### config.mk
export PLATFORM = sky130hd
export DESIGN_NAME = any1_memstage
export DESIGN_NICKNAME = d
export VERILOG_FILES = /design/src/rtl/any1_pkg.sv /design/src/rtl/any1_mem_align.sv /design/src/rtl/any1_memstage.sv
export SDC_FILE = /design/constraint.sdc
export NUM_CORES = 1
export LEC_CHECK = 0
export CORE_MARGIN = 4
export CORE_UTILIZATION = 49
export DETAILED_ROUTE_END_ITERATION = 16
export HOLD_SLACK_MARGIN = 0.1
export PLACE_DENSITY = 0.85
export SYNTH_ARGS = -nofsm -noshare
export SYNTH_HDL_FRONTEND = slang
export SYNTH_HIERARCHICAL = 1
export SYNTH_SLANG_ARGS = --single-unit
### constraint.sdc
create_clock -name clk -period 3.1 [get_ports clk]
set_input_delay 0.62 -clock clk [delete_from_list [all_inputs] [get_ports clk]]
set_output_delay 0.62 -clock clk [all_outputs]
set_load 0.02 [all_outputs]
### src/rtl/any1_pkg.sv
// Shared types and bus constants for the any1 load/store path.
package any1_pkg;

    localparam int unsigned BUS_DW   = 64;
    localparam int unsigned BUS_SELW = 8;
    localparam int unsigned BUS_AW   = 32;
    localparam int unsigned TAG_W    = 6;

    typedef enum logic [1:0] {
        MS_BYTE  = 2'd0,
        MS_WYDE  = 2'd1,
        MS_TETRA = 2'd2,
        MS_OCTA  = 2'd3
    } MemSize;

    typedef struct packed {
        logic              we;
        MemSize            size;
        logic              sgn;
        logic [BUS_AW-1:0] ea;
        logic [BUS_DW-1:0] data;
        logic [TAG_W-1:0]  tag;
    } MemReq;

    typedef struct packed {
        logic [BUS_DW-1:0] data;
        logic [TAG_W-1:0]  tag;
        logic              err;
    } MemResp;

    // Unshifted byte-lane mask for an access of the given size.
    function automatic logic [BUS_SELW-1:0] size_mask(input MemSize s);
        logic [BUS_SELW-1:0] m;
        unique case (s)
            MS_BYTE:  m = 8'h01;
            MS_WYDE:  m = 8'h03;
            MS_TETRA: m = 8'h0F;
            default:  m = 8'hFF;
        endcase
        return m;
    endfunction

endpackage

### src/rtl/any1_mem_align.sv
// Byte-lane alignment: lane masks and shifted store data, plus load merge and extension.
module any1_mem_align
    import any1_pkg::*;
(
    input  logic [2:0]            i_off,
    input  MemSize                i_size,
    input  logic                  i_signed,
    input  logic [BUS_DW-1:0]     i_st_data,
    input  logic [BUS_DW-1:0]     i_ld_lo,
    input  logic [BUS_DW-1:0]     i_ld_hi,
    output logic [2*BUS_SELW-1:0] o_mask,
    output logic                  o_split,
    output logic [BUS_DW-1:0]     o_st_lo,
    output logic [BUS_DW-1:0]     o_st_hi,
    output logic [BUS_DW-1:0]     o_ld_data
);

    logic [5:0]          w_shamt;
    logic [2*BUS_DW-1:0] w_st_wide;
    logic [2*BUS_DW-1:0] w_raw;

    assign w_shamt   = {i_off, 3'b000};
    assign o_mask    = {8'h00, size_mask(i_size)} << i_off;
    assign o_split   = |o_mask[15:8];

    // Store data spread over two beats; the upper half is only used when split.
    assign w_st_wide = {64'h0, i_st_data} << w_shamt;
    assign o_st_lo   = w_st_wide[63:0];
    assign o_st_hi   = w_st_wide[127:64];

    assign w_raw     = {i_ld_hi, i_ld_lo} >> w_shamt;

    always_comb begin
        o_ld_data = '0;
        unique case (i_size)
            MS_BYTE:  o_ld_data = {{56{i_signed & w_raw[7]}},  w_raw[7:0]};
            MS_WYDE:  o_ld_data = {{48{i_signed & w_raw[15]}}, w_raw[15:0]};
            MS_TETRA: o_ld_data = {{32{i_signed & w_raw[31]}}, w_raw[31:0]};
            default:  o_ld_data = w_raw[63:0];
        endcase
    end

endmodule

### src/rtl/any1_memstage.sv
// Load/store bus sequencer: one op in flight, one or two bus beats, response with tag.
module any1_memstage
    import any1_pkg::*;
#(
    parameter int unsigned TMO_CYCLES = 255
) (
    input  logic                clk,
    input  logic                rst_n,
    input  logic                req_valid,
    output logic                req_ready,
    input  logic                req_we,
    input  logic [1:0]          req_size,
    input  logic                req_signed,
    input  logic [BUS_AW-1:0]   req_ea,
    input  logic [BUS_DW-1:0]   req_data,
    input  logic [TAG_W-1:0]    req_tag,
    output logic                resp_valid,
    input  logic                resp_ready,
    output logic [BUS_DW-1:0]   resp_data,
    output logic [TAG_W-1:0]    resp_tag,
    output logic                resp_err,
    output logic                cyc_o,
    output logic                stb_o,
    output logic                we_o,
    output logic [BUS_SELW-1:0] sel_o,
    output logic [BUS_AW-1:0]   adr_o,
    output logic [BUS_DW-1:0]   dat_o,
    input  logic                ack_i,
    input  logic                err_i,
    input  logic [BUS_DW-1:0]   dat_i
);

    localparam logic [7:0] TMO_LAST = 8'(TMO_CYCLES - 1);

    typedef enum logic [2:0] {StIdle, StBeat1, StGap, StBeat2, StResp} state_e;

    state_e              r_state, w_state_d;
    MemReq               r_req;
    MemResp              r_resp;
    logic [BUS_DW-1:0]   r_lo;
    logic [7:0]          r_timer;

    logic                w_stb, w_done, w_tmo, w_end, w_bad, w_err_final, w_to_resp;
    logic [2*BUS_SELW-1:0] w_mask;
    logic                w_split;
    logic [BUS_DW-1:0]   w_st_lo, w_st_hi, w_ld_lo, w_ld_hi, w_ld_data;
    logic [BUS_AW-1:0]   w_adr1;

    assign w_stb       = (r_state == StBeat1) || (r_state == StBeat2);
    assign w_done      = w_stb & (ack_i | err_i);
    assign w_tmo       = w_stb & ~(ack_i | err_i) & (r_timer == TMO_LAST);
    assign w_end       = w_done | w_tmo;
    assign w_bad       = (w_stb & err_i) | w_tmo;
    assign w_err_final = r_resp.err | w_bad;
    assign w_to_resp   = (r_state != StResp) && (w_state_d == StResp);
    assign w_adr1      = {r_req.ea[31:3], 3'b000};

    // Second beat merges the stored first-beat word with the live bus data.
    assign w_ld_lo = (r_state == StBeat2) ? r_lo  : dat_i;
    assign w_ld_hi = (r_state == StBeat2) ? dat_i : '0;

    any1_mem_align u_align (
        .i_off     (r_req.ea[2:0]),
        .i_size    (r_req.size),
        .i_signed  (r_req.sgn),
        .i_st_data (r_req.data),
        .i_ld_lo   (w_ld_lo),
        .i_ld_hi   (w_ld_hi),
        .o_mask    (w_mask),
        .o_split   (w_split),
        .o_st_lo   (w_st_lo),
        .o_st_hi   (w_st_hi),
        .o_ld_data (w_ld_data)
    );

    always_ff @(posedge clk) begin
        if (!rst_n) begin
            r_state <= StIdle;
        end else begin
            r_state <= w_state_d;
        end
    end

    always_comb begin
        w_state_d = r_state;
        unique case (r_state)
            StIdle:  if (req_valid) w_state_d = StBeat1;
            StBeat1: if (w_end) w_state_d = (w_bad || !w_split) ? StResp : StGap;
            StGap:   w_state_d = StBeat2;
            StBeat2: if (w_end) w_state_d = StResp;
            StResp:  if (resp_ready) w_state_d = StIdle;
            default: w_state_d = StIdle;
        endcase
    end

    always_ff @(posedge clk) begin
        if (!rst_n) begin
            r_req   <= '0;
            r_resp  <= '0;
            r_lo    <= '0;
            r_timer <= '0;
        end else begin
            if (r_state == StIdle && req_valid) begin
                r_req.we   <= req_we;
                r_req.size <= MemSize'(req_size);
                r_req.sgn  <= req_signed;
                r_req.ea   <= req_ea;
                r_req.data <= req_data;
                r_req.tag  <= req_tag;
                r_resp.err <= 1'b0;
            end
            r_timer <= (w_stb && !w_end) ? r_timer + 8'd1 : 8'd0;
            if (r_state == StBeat1 && w_end) begin
                r_lo <= dat_i;
            end
            if (w_end) begin
                r_resp.err <= w_err_final;
            end
            if (w_to_resp) begin
                r_resp.data <= (r_req.we || w_err_final) ? '0 : w_ld_data;
                r_resp.tag  <= r_req.tag;
            end
        end
    end

    always_comb begin
        req_ready  = (r_state == StIdle);
        cyc_o      = w_stb;
        stb_o      = w_stb;
        we_o       = w_stb & r_req.we;
        sel_o      = '0;
        adr_o      = '0;
        dat_o      = '0;
        if (r_state == StBeat1) begin
            sel_o = w_mask[7:0];
            adr_o = w_adr1;
            dat_o = r_req.we ? w_st_lo : '0;
        end else if (r_state == StBeat2) begin
            sel_o = w_mask[15:8];
            adr_o = w_adr1 + 32'd8;
            dat_o = r_req.we ? w_st_hi : '0;
        end
        resp_valid = (r_state == StResp);
        resp_data  = resp_valid ? r_resp.data : '0;
        resp_tag   = resp_valid ? r_resp.tag  : '0;
        resp_err   = resp_valid & r_resp.err;
    end

endmodule

==> results.json, run 1 <==
{
  "status": "complete, but fails checks",
  "violations": "negative setup slack",
  "drive_gt1_frac": 0.219,
  "fin_nets": 2997,
  "clkLatencyLatePin_ns": 0.59,
  "worstPathRequired_ns": 2.48,
  "cts_buffer_depth": 3,
  "start_kind": "register",
  "max-vdd-ir-drop_mv": 0.422,
  "final-hold-violation-count": 0,
  "synth_area_per_cell_sq_um": 7.64,
  "wl_mm": 80.5,
  "grt.total_usage": 0.360,
  "cts_tree": "built",
  "place_ws_ns": -0.0128,
  "p_clk_frac": 0.378,
  "core_sq_um": 37900,
  "yosys_warnings": 6,
  "multi_input_area_sq_um": 13300,
  "rows": 71,
  "slew_headroom": 0.489,
  "die_area_sq_um": 41900,
  "area.sequential_sq_um": 5080,
  "layout.cells.non_filler": 3352,
  "final_common_cell": "nand2_1",
  "grt_start_max_net_pins": 177,
  "fin_skew_ns": 0.0150,
  "portBuffers": 352,
  "drc": 0,
  "ioPinCount": 356,
  "intPower_uw": 6950,
  "avgViaCountPerCell": 6.19,
  "post-route-period-util": 1.01,
  "fmax_mhz": 319,
  "syn_to_final_growth_pct": 34.1,
  "combinationalPowerShare": 0.270,
  "path_cells": "buf_6 > buf_8 > buf_6 > mux2_4 > nand2b_4 > a32o_1 > mux2i_1 > buf_4 > nor2_4 > buf_6",
  "hold-worst-slack_ns": 0.404,
  "die_y_microns": 205,
  "path_clk_slew_ns": 0.06,
  "power_density_nw_per_um2": 402,
  "dr.pass1.iters": 6,
  "antenna_cells": 0,
  "critPathArrivalTime_ns": 2.52,
  "crit_fanout": 6,
  "worst_slew_pin_slew_ns": 0.766,
  "grt_pass1_vias": 20332,
  "cp_top_family": "buffers and inverters",
  "netlist_area_sq_um": 19000,
  "clkSinkCount": 252,
  "cts_buffers": 30,
  "drt-initial-drc-count": 2468,
  "gp_congestion": 1.04,
  "fill_cells": 3172,
  "cts_max_level": 1,
  "grt.overflow.total": 0,
  "crit_type": "reg2out",
  "max_cap_violations": 0,
  "grt_pass1_wl_mm": 119,
  "slowest_delay_ns": 0.37,
  "fin_tns_setup_ns": -0.0598,
  "cp_slowest_cell": "dfxtp_4",
  "p_leak_uw": 0.0104,
  "power.share.sequential": 0.351,
  "cp-end-kind": "primary output",
  "grt_setup_unrepaired": "true",
  "hpwl_mm": 56.1,
  "dp_cells": 3272,
  "cts_root_buffer": "clkbuf_16",
  "vias": 20762,
  "slew_violations": 0,
  "setup_viol": 4,
  "antenna_left": 0,
  "cts_hold_buf": 0,
  "final_cell_mix": "nand2_1 (546), mux2i_1 (273), dfxtp_1 (235)",
  "finalWorstSetupSlack_ns": -0.0393,
  "p_switching_uw": 3260,
  "routedWlPerCell_microns": 24.0,
  "start_util": 0.500,
  "hp-class": "in2reg",
  "fin_util": 0.670,
  "die_w_microns": 205,
  "cpMostUsedCell": "buf_6",
  "crit_buf_inv": 5,
  "antenna_found_initial": 1,
  "p_sw_frac": 0.319,
  "synthCells": 2482,
  "period_needed_ns": 3.14
}
worst min-delay path: stages:
cell and delay (ns):
buf_6 0.17, nand2_1 0.09, mux2i_1 0.05
area by class of cell:
| type | instances | share of cell area |
|---|---|---|
| Multi-Input combinational cell | 1973 | 0.524 |
| Clock buffer | 46 | 0.0375 |
| Sequential cell | 252 | 0.200 |
| Tap cell | 511 | 0.0251 |
| Timing Repair Buffer | 550 | 0.207 |
| Clock inverter | 9 | 0.00536 |
| Inverter | 11 | 0.00202 |
worst paths after layout:
| check | startpoint | endpoint | slack [ns] | cells past startpoint |
|---|---|---|---|---|
| max reg2reg | r_state[2] | r_resp[54] | 0.03 | 11 |
| max | r_req[71] | dat_o[33] | -0.04 | 10 |
| min | rst_n | r_resp[4] | 0.40 | 3 |
| min reg2reg | r_lo[7] | r_lo[7] | 0.45 | 2 |
stage by stage:
stage / total power (uW) / cell area, sq um
2_1_floorplan: 5070 / 19000
3_3_place_gp: 6070 / 23600
3_5_place_dp: 6110 / 23600
4_1_cts: 10000 / 24900
5_1_grt: 10500 / 25400
6_report: 10200 / 25400
state kept, by name, indices dropped and copies added, names as in the netlist:
name and cells:
r_req 106, r_resp 71, r_lo 64, r_timer 8, r_state 3
repair_timing:
| action | in CTS | in global routing |
|---|---|---|
| setup buffers | 5 | 9 |
| setup endpoints to repair | 167 | 184 |
| cloned | 5 | 6 |
| resized for setup | 389 | 191 |
| pin swaps | 5 | 15 |
metal layers:
metal,track usage,routed length [microns],share of wire
met1,0.442,30100,0.37
met2,0.603,37600,0.47
met3,0.0541,6910,0.086
met4,0.209,5900,0.073
met5,0,20,0.00025
power by group through the flow:
stage / combinational (uW) / clock (uW) / sequential, uW
6_report: 2760 / 3870 / 3590
5_1_grt: 2900 / 4030 / 3600
4_1_cts: 2570 / 3900 / 3570
3_5_place_dp: 2470 / 0 / 3640
3_3_place_gp: 2440 / 0 / 3630
2_1_floorplan: 1490 / 0 / 3580
No activity file was read; power rests on OpenSTA's default activity.
==> run 2, diff against run 1 <==
--- a/config.mk
+++ b/config.mk
@@ -10,6 +10,7 @@
 export DETAILED_ROUTE_END_ITERATION = 16
 export HOLD_SLACK_MARGIN = 0.1
 export PLACE_DENSITY = 0.85
+export RECOVER_POWER = 25
 export SYNTH_ARGS = -nofsm -noshare
 export SYNTH_HDL_FRONTEND = slang
 export SYNTH_HIERARCHICAL = 1
==> results of run 2 <==
Final layout, timing and power as in run 1 (identical DEF).
